### src/rtl/blackjack_pkg.sv
// ---------------------------------------------------------------------------
// blackjack_pkg
// Shared constants for the blackjack datapath: deck geometry, card encoding
// (code = suit*SUIT_SIZE + rank), LFSR parameters and the shuffler FSM states.
// The blackjack controller decodes cards with the same helpers, so the
// encoding must only change here.
// ---------------------------------------------------------------------------
package blackjack_pkg;

  localparam int DECK_SIZE = 52;
  localparam int CARD_W    = 6;   // ceil(log2(DECK_SIZE))
  localparam int SUIT_SIZE = 13;  // ranks per suit, Ace = 0 .. King = 12
  localparam int NUM_SUITS = 4;   // clubs, diamonds, hearts, spades

  localparam int                 LFSR_W    = 16;
  localparam logic [LFSR_W-1:0] LFSR_TAPS = 16'hB400;
  localparam logic [LFSR_W-1:0] LFSR_SEED = 16'hACE1;

  localparam logic [CARD_W-1:0] LAST_IDX = CARD_W'(DECK_SIZE - 1);

  typedef enum logic [2:0] {
    ST_IDLE,
    ST_INIT,
    ST_SHUFFLE,
    ST_STREAM,
    ST_DONE
  } shuf_state_e;

  // Smallest all-ones value (2^k-1) that is >= i. Used to fold the random
  // draw into a range no wider than twice the live window, keeping the
  // rejection rate below one half.
  function automatic logic [CARD_W-1:0] shuf_mask(input logic [CARD_W-1:0] i);
    logic [CARD_W-1:0] m;
    m = '0;
    for (int b = 0; b < CARD_W; b++) begin
      if (i > m) m = {m[CARD_W-2:0], 1'b1};
    end
    return m;
  endfunction

  // Card decode helpers shared with the controller.
  function automatic logic [2:0] card_suit(input logic [CARD_W-1:0] c);
    return 3'(c / CARD_W'(SUIT_SIZE));
  endfunction

  function automatic logic [3:0] card_rank(input logic [CARD_W-1:0] c);
    return 4'(c % CARD_W'(SUIT_SIZE));
  endfunction

endpackage

### src/rtl/card_shuffler_lfsr16.sv
// ---------------------------------------------------------------------------
// lfsr16
// Free-running 16-bit Galois LFSR (taps LFSR_TAPS). Advances every cycle;
// a load overrides the advance for that cycle. A zero load value would lock
// the register at zero, so it is replaced by SEED.
//   clk_i       clock, rising edge
//   rst_ni      asynchronous active-low reset, q -> SEED
//   load_i      load load_val_i this cycle instead of advancing
//   load_val_i  value to load (0 -> SEED)
//   q_o         current LFSR state
// ---------------------------------------------------------------------------
module lfsr16
  import blackjack_pkg::*;
#(
  parameter logic [LFSR_W-1:0] SEED = LFSR_SEED
) (
  input  logic              clk_i,
  input  logic              rst_ni,
  input  logic              load_i,
  input  logic [LFSR_W-1:0] load_val_i,
  output logic [LFSR_W-1:0] q_o
);

  logic [LFSR_W-1:0] q_q, q_d;

  always_comb begin
    q_d = {1'b0, q_q[LFSR_W-1:1]} ^ (q_q[0] ? LFSR_TAPS : '0);
    if (load_i) q_d = (load_val_i == '0) ? SEED : load_val_i;
  end

  always_ff @(posedge clk_i or negedge rst_ni) begin
    if (!rst_ni) q_q <= SEED;
    else         q_q <= q_d;
  end

  assign q_o = q_q;

endmodule

### src/rtl/card_shuffler.sv
// ---------------------------------------------------------------------------
// card_shuffler
// Builds a 52-card deck, Fisher-Yates shuffles it in place with an LFSR
// source, then streams it out one card per valid/ready beat, followed by a
// one-cycle done pulse. Feeds the blackjack controller's LOAD state.
//   clk_i         clock, rising edge
//   rst_ni        asynchronous active-low reset
//   start_i       level, sampled in IDLE only: build + shuffle + stream
//   seed_load_i   in IDLE, load seed_in_i into the LFSR (0 -> SEED)
//   seed_in_i     seed value
//   busy_o        high from the cycle after start is accepted until done
//   load_valid_o  card_o / card_index_o hold a valid beat
//   load_ready_i  consumer accepts the beat when valid && ready
//   card_o        shuffled card code (suit*13 + rank)
//   card_index_o  deck position of the beat, ascending 0..51
//   done_o        one-cycle pulse after the last beat is accepted
// ---------------------------------------------------------------------------
module card_shuffler
  import blackjack_pkg::*;
#(
  parameter logic [LFSR_W-1:0] SEED = LFSR_SEED
) (
  input  logic              clk_i,
  input  logic              rst_ni,
  input  logic              start_i,
  input  logic              seed_load_i,
  input  logic [LFSR_W-1:0] seed_in_i,
  output logic              busy_o,
  output logic              load_valid_o,
  input  logic              load_ready_i,
  output logic [CARD_W-1:0] card_o,
  output logic [CARD_W-1:0] card_index_o,
  output logic              done_o
);

  shuf_state_e       state_q, state_d;
  logic [CARD_W-1:0] i_q, i_d;   // build / shuffle position
  logic [CARD_W-1:0] k_q, k_d;   // stream position

  // Plain register array: the swap reads and writes two arbitrary entries
  // in one cycle, which a single-port RAM could not do.
  logic [CARD_W-1:0] deck_q [DECK_SIZE];

  logic [LFSR_W-1:0] lfsr;
  logic              seed_ld;
  logic [CARD_W-1:0] mask, r;
  logic              swap_ok;
  logic              unused_lfsr_hi;

  // Seed only lands while idle; it shares the cycle with an accepted start
  // so that shuffle runs from the fresh seed.
  assign seed_ld = (state_q == ST_IDLE) && seed_load_i;

  lfsr16 #(.SEED(SEED)) u_lfsr (
    .clk_i      (clk_i),
    .rst_ni     (rst_ni),
    .load_i     (seed_ld),
    .load_val_i (seed_in_i),
    .q_o        (lfsr)
  );

  assign unused_lfsr_hi = ^lfsr[LFSR_W-1:CARD_W];

  // Rejection sampling: a draw above i is discarded and retried next cycle
  // with the next LFSR value, which keeps the choice uniform over 0..i.
  assign mask    = shuf_mask(i_q);
  assign r       = lfsr[CARD_W-1:0] & mask;
  assign swap_ok = (r <= i_q);

  // -------------------------------------------------------------------------
  // FSM
  // -------------------------------------------------------------------------
  always_comb begin
    state_d = state_q;
    i_d     = i_q;
    k_d     = k_q;
    unique case (state_q)
      ST_IDLE: begin
        if (start_i) begin
          state_d = ST_INIT;
          i_d     = '0;
        end
      end
      ST_INIT: begin
        if (i_q == LAST_IDX) begin
          state_d = ST_SHUFFLE;
          i_d     = LAST_IDX;
        end else begin
          i_d = i_q + 1'b1;
        end
      end
      ST_SHUFFLE: begin
        if (swap_ok) begin
          if (i_q == CARD_W'(1)) begin
            state_d = ST_STREAM;
            k_d     = '0;
          end else begin
            i_d = i_q - 1'b1;
          end
        end
      end
      ST_STREAM: begin
        if (load_ready_i) begin
          if (k_q == LAST_IDX) begin
            state_d = ST_DONE;
            k_d     = '0;
          end else begin
            k_d = k_q + 1'b1;
          end
        end
      end
      ST_DONE: state_d = ST_IDLE;
      default: state_d = ST_IDLE;
    endcase
  end

  always_ff @(posedge clk_i or negedge rst_ni) begin
    if (!rst_ni) begin
      state_q <= ST_IDLE;
      i_q     <= '0;
      k_q     <= '0;
    end else begin
      state_q <= state_d;
      i_q     <= i_d;
      k_q     <= k_d;
    end
  end

  // -------------------------------------------------------------------------
  // Deck storage. Contents are don't-care after reset; INIT rewrites every
  // entry before the shuffle reads any of them. When r == i both writes
  // target the same entry with its own value, so the no-op swap is safe.
  // -------------------------------------------------------------------------
  always_ff @(posedge clk_i) begin
    if (state_q == ST_INIT) begin
      deck_q[i_q] <= i_q;
    end else if (state_q == ST_SHUFFLE && swap_ok) begin
      deck_q[i_q] <= deck_q[r];
      deck_q[r]   <= deck_q[i_q];
    end
  end

  // -------------------------------------------------------------------------
  // Outputs decode straight from state so reset clears them asynchronously.
  // card_o is gated to zero outside STREAM so stale deck contents never leak.
  // -------------------------------------------------------------------------
  assign busy_o       = (state_q == ST_INIT) || (state_q == ST_SHUFFLE) ||
                        (state_q == ST_STREAM);
  assign load_valid_o = (state_q == ST_STREAM);
  assign done_o       = (state_q == ST_DONE);
  assign card_o       = load_valid_o ? deck_q[k_q] : '0;
  assign card_index_o = k_q;

endmodule
### config.mk
export PLATFORM = sky130hd
export DESIGN_NAME = card_shuffler
export DESIGN_NICKNAME = d
export VERILOG_FILES = /design/src/rtl/blackjack_pkg.sv /design/src/rtl/card_shuffler_lfsr16.sv /design/src/rtl/card_shuffler.sv
export SDC_FILE = /design/constraint.sdc
export NUM_CORES = 1
export LEC_CHECK = 0
export ABC_CLOCK_PERIOD_IN_PS = 32900
export BUFFER_PORTS_ARGS = -buffer_cell sky130_fd_sc_hd__buf_2
export CORE_MARGIN = 2
export CORE_UTILIZATION = 30
export CTS_BUF_LIST = sky130_fd_sc_hd__clkbuf_8
export DETAILED_ROUTE_END_ITERATION = 6
export GPL_TIMING_DRIVEN = 0
export SLEW_MARGIN = 10
export SYNTH_ARGS = -nofsm -noshare
export SYNTH_HDL_FRONTEND = slang
export SYNTH_HIERARCHICAL = 1
export SYNTH_SLANG_ARGS = --single-unit
### constraint.sdc
create_clock -name clk_i -period 32.9 [get_ports clk_i]
set_clock_uncertainty 0.1 [all_clocks]
set_input_delay 0 -clock clk_i [delete_from_list [all_inputs] [get_ports clk_i]]
set_output_delay 0 -clock clk_i [all_outputs]
set_load 0.02 [all_outputs]
* Yosys cells after proc, flatten, opt, wreduce, memory -nomap -nowiden *
Memories as Yosys holds them, arrays and structs flattened.
Index checks and enable logic that the tools add are counted.

storage, ports and cells
  memories = 1
  memory bits (writable) = 312
  ROM bits = 0
  latch bits = 0
  register bits after elaboration = 31
  output and inout port bits = 15

cells by class
  reduce and logical (&&, ||, !) cells = 11
  mux-type cells = 33
  shifts and indexed selects = 0
  $lt $le $gt $ge = 7
  $mul = 0
  div/mod/pow operators = 0
  add/subtract/negate cells = 3
  equality and inequality tests = 14
  bitwise logic cells = 3

memories
  name    words  width  read ports  clocked after Yosys merged registers in  wr ports  RTL line             RTL
  deck_q  52     6      3           0                                        2         card_shuffler.sv:42  logic [CARD_W-1:0] deck_q [DECK_SIZE];

operators by type and width
  operator                                                                          count
  6-bit two-way mux                                                                 14
  16-bit two-way mux                                                                3
  6-bit greater-than comparator                                                     5
  3-bit two-way mux                                                                 6
  6-bit one-hot mux with 3 select lines                                             1
  16-bit zero test                                                                  1
  15-bit by 16-bit bitwise XOR with 16-bit output                                   1
  6-bit by 1-bit adder with 6-bit output (second input constant)                    2
  6-bit == test (second input constant)                                             2
  3-bit one-hot mux with 4 select lines                                             1
  6-bit one-hot mux with 2 select lines                                             1
  2-bit inequality test (second input constant)                                     5
  4-bit AND reduction                                                               2
  6-bit bitwise AND                                                                 1
  3-bit by 2-bit == test with 1-bit output (second input constant)                  2
  6-bit by 1-bit == test with 1-bit output (second input constant)                  1
  6-bit by 1-bit greater-than comparator with 1-bit output (second input constant)  1
  6-bit <= comparator                                                               1
  1-bit two-way mux                                                                 6
  6-bit AND reduction                                                               1
  6-bit by 1-bit subtractor with 6-bit output (second input constant)               1
  2-bit by 1-bit inequality test with 1-bit output (second input constant)          2
  3-bit by 1-bit == test with 1-bit output (second input constant)                  1
  3-bit == test (second input constant)                                             1
  other kinds (7)                                                                   9

* Depth between registers and ports, before layout *
  word-level depth = 19
  gate-level depth with buffers = 57

* Modules after synthesis *
Netlist, hierarchy kept.

modules (own cells, without submodules)
  module         times used  area an instance (sq um)  cells each
  card_shuffler  1           23092.1                   1819
  lfsr16         1           671.9                     43

* Worst setup path before layout *
No wires, ideal clock.

  path kind = flip-flop to flip-flop
  from = reg i_q[1]
  to = mem deck_q[32][0] (enable)
  required time = 32.423 ns
  data arrival time = 10.083 ns
  library setup time = 0.377 ns
  cell stages (with the launch flop) = 55
  clock period less this slack = 10.561 ns
  slack = 22.339 ns
  cells stage by stage = dfrtp_1 -> buf_4 -> clkinv_1 -> ha_1 -> and2_1 -> buf_4 -> inv_1 -> ha_1 -> o21ba_1 -> or2_2 -> and2_1 -> ha_1 -> nor2b_1 -> o21ai_2 -> and3_2 -> inv_2 -> ha_1 -> nand3_1 -> (+19 left out) -> inv_4 -> buf_6 -> buf_8 -> buf_4 -> buf_2 -> buf_4 -> ha_1 -> nor2b_1 -> o21ai_0 -> nand2b_1 -> a21oi_1 -> nor2b_1 -> o21ai_0 -> a32oi_1 -> o21ai_0 -> clkbuf_1 -> nand2_1 -> o21ai_0

RTL lines
  what                    RTL line              RTL
  from (decl)             card_shuffler.sv:37   logic [CARD_W-1:0] i_q, i_d;
  from (signal assigned)  card_shuffler.sv:124  i_q <= i_d;
  to (decl)               card_shuffler.sv:42

==> metrics.txt <==
status=complete, but fails checks; failing checks=design-rule violations; Worst EP required=33.11 ns; detailed placer's ending HPWL=97.0 mm; Startpoint Class=register; Reg2Reg Launch Point=i_q[1]; Slew headroom=1.07%; Worst setup EP type=register; crit path DAT=15.51 ns; row count=103; Crit path depth=52; Final Util=34.6%; initial antenna violation count=16; global-route wire length before repair=174 mm; post-synthesis cell type count=87; r2r setup slk=17.60 ns; CP max stage cell=o21ai_0; Bufs on Longest Clock Path=3; layout cells sized above 1=29.0%; DRT iter0 DRCs=3,163; Crit Path Category=register to register; DIE WIDTH=285 µm; share of synthesized registers carrying an async set or reset=9.04%; most used cell along the critical path=ha_1; CTS Buf Count=67; Routed Antenna Nets=0; reg2reg end=deck_q[0][3]; clock root cell=clkbuf_8; final period utilization=46.5%; core area=78,700 µm²; hold path cells=4; crit path to=deck_q[0][3]; critical path fanouts, max=11; Die Span Y=285 µm; H-tree depth=3; Synth Cell Area=23,800 µm²; vias in the first global route=20.1k; Avg Synthesized Cell Area=12.8 µm²; Post-synth EDFFs=312; drt total wl=131 mm; post-synthesis sequential area ratio=42.7%; Syn-to-layout area delta=14.7%; Worst Tran Pin Value=1.48 ns; CP delay by family, top=compound AO/OA/AOI/OAI gates; final count of negative-setup-slack endpoints=0; I/O Buffers=35; Critical path buffers and inverters=14; Critical Path Max Stage Delay=1.26 ns; DR pass1 iterations=7; max_cap viols=0; Total GRT Usage=31.4%; vias per cell=6.78; routability cong.=1.11; worst setup path start=i_q[1]; Final Hold Viols=0; Seq cells post-synth=343; CTS tree=yes; Final Net Count=2,068; initial core utilization=30.2%; Final TNS setup=0 ns; die footprint=81,500 µm²; FMAX=65.4 MHz; unrepaired setup endpoints after global routing=false; routed len/inst=41.8 µm; clock sink total=343; Hold Crit Class=primary input to register; Remaining Overflow, GRT=0; dpl ws=18.03 ns; dominant synthesized flop cell=edfxtp_1; Setup WS post-layout=17.60 ns; worst r2r path cells=52; Max Slew Vio Count=0; hold_ws=0.0752 ns; Post-Syn Nets=1,908; clock latency on the worst-skew pair=0.73 ns; DRC=5; cts repair resizes=0; via total after detailed routing=21.2k; fillcell total=7,676; Reg clk slew, reported paths=0.06 ns; Post-Synthesis Cells=1,862; largest net degree at the start of global routing=24; Tmin final=15.30 ns; Top Ports=36; Syn. warnings=6
cell type report:
class                           count  area, µm²  share of cell area, %
Timing Repair Buffer               91        752                   2.76
Buffer                            199        990                   3.63
Multi-Input combinational cell   1295      12600                   46.2
Inverter                           25        104                  0.381
Tap cell                         1050       1310                   4.82
Clock inverter                     49        372                   1.36
Sequential cell                   343      10200                   37.3
Antenna cell                        7       17.5                 0.0643
Clock buffer                       69        950                   3.49
worst min-delay path by stage:
stage,from,to,slack (ns)
after floorplan,rst_ni,card_index_o[0],-0.40
after global placement,rst_ni,u_lfsr/q_o[14],-0.01
after detailed placement,rst_ni,u_lfsr/q_o[14],0.0008
after CTS,seed_load_i,u_lfsr/q_o[3],0.06
after global routing,seed_load_i,u_lfsr/q_o[9],0.14
final,seed_load_i,u_lfsr/q_o[3],0.08
metal layers:
metal / GRT usage [%] / share of wire, % / up-vias
li1: - / - / 7973
met1: 36.8 / 35 / 10755
met2: 46.8 / 43 / 1888
met3: 13.0 / 13 / 570
met4: 21.3 / 8.5 / 22
met5: 0.698 / 0.20 / -
cells by family (layout without fill, tap and decap cells):
logic type / after synthesis / in the layout / synth area share (%)
compound gates: 383 / 383 / 11.5
xor+xnor: 3 / 3 / 0.111
fa+ha+maj: 25 / 25 / 1.32
buf+inv: 224 / 433 / 4.58
flops: 343 / 343 / 42.7
mux: 481 / 481 / 30.5
other cells: 0 / 7 / 0
simple gates: 403 / 403 / 9.22
cell usage after synthesis, drive strengths merged (4+ instances only):
master,count,area (µm²)
a22o,9,78.8
or4,4,41.3
or2,5,31.3
o41ai,4,80.1
nor4,12,225
edfxtp,312,9370
dlygate4sd1,4,35.0
nor2b,8,50.1
and3,12,76.3
nand2,131,492
clkbuf,110,413
nor2,48,183
nand4,77,482
a21oi,34,174
mux2,165,1860
o22ai,13,81.3
mux2i,138,1380
a41o,4,40.0
inv,22,92.6
a22oi,130,976
o21ai,83,419
ha,25,313
o221ai,6,52.6
o21bai,6,45.0
a32oi,6,52.6
mux4,178,4010
and2,13,81.3
buf,85,537
nor3,22,110
o211ai,4,30.0
dfstp,8,210
and4,8,70.1
nand2b,5,31.3
a211oi,4,40.0
a31oi,20,125
o22a,9,80.1
a221oi,8,70.1
a311oi,4,35.0
a41oi,13,114
nand3,49,245
dfrtp,23,576
worst register-to-register path, delay by kind of cell (launching register included):
kind / cells / cell delay [ns]
AOI/OAI and AO/OA: 17 / 4.62
buffers and inverters: 14 / 4.10
and+or+nand+nor: 14 / 3.25
adders and majority gates: 7 / 2.33
DFF: 1 / 0.49
flip-flops by register name, summed over array words and instances, names as in the netlist:
register,flops
state_q,3
u_lfsr/q_o,16
deck_q,312
card_index_o,6
i_q,6
stage by stage:
| stage | instance area (µm²) | std cells |
|---|---|---|
| global route | 27200 | 3122 |
| detailed placement | 25400 | 2958 |
| floorplan | 23800 | 1862 |
| global placement | 25300 | 2947 |
| finish | 27200 | 3128 |
| CTS | 27200 | 3121 |
cells in the final DEF, fill, tap and decap left out, types with 7 or more instances in the layout:
| cell | instances |
|---|---|
| edfxtp_1 | 312 |
| mux4_2 | 178 |
| mux2_2 | 165 |
| mux2i_1 | 138 |
| nand2_1 | 131 |
| a22oi_1 | 130 |
| clkbuf_1 | 109 |
| nand4_1 | 77 |
| o21ai_0 | 71 |
| clkbuf_8 | 69 |
| buf_2 | 65 |
| nand3_1 | 49 |
| nor2_1 | 46 |
| dlygate4sd3_1 | 44 |
| inv_1 | 39 |
| a21oi_1 | 33 |
| buf_4 | 26 |
| ha_1 | 25 |
| dfrtp_1 | 23 |
| buf_1 | 20 |
| a31oi_1 | 18 |
| buf_6 | 17 |
| nor3_1 | 17 |
| a41oi_1 | 13 |
| and2_1 | 12 |
| clkinv_1 | 12 |
| o22ai_1 | 12 |
| and3_1 | 11 |
| o21ai_1 | 11 |
| nor4_4 | 10 |
| a22o_1 | 9 |
| nor2b_1 | 8 |
| and4_1 | 8 |
| o22a_1 | 8 |
| a221oi_1 | 8 |
| clkinv_2 | 8 |
| dfstp_2 | 8 |
| diode_2 | 7 |
repair_timing:
item | in CTS | in global routing
buffers inserted | 0 | 0
hold endpoints to repair | 58 | 0
hold buffers | 45 | 0
Power is not shown: default switching activity piles up to over one toggle a cycle in this logic, so the estimate is an artifact.
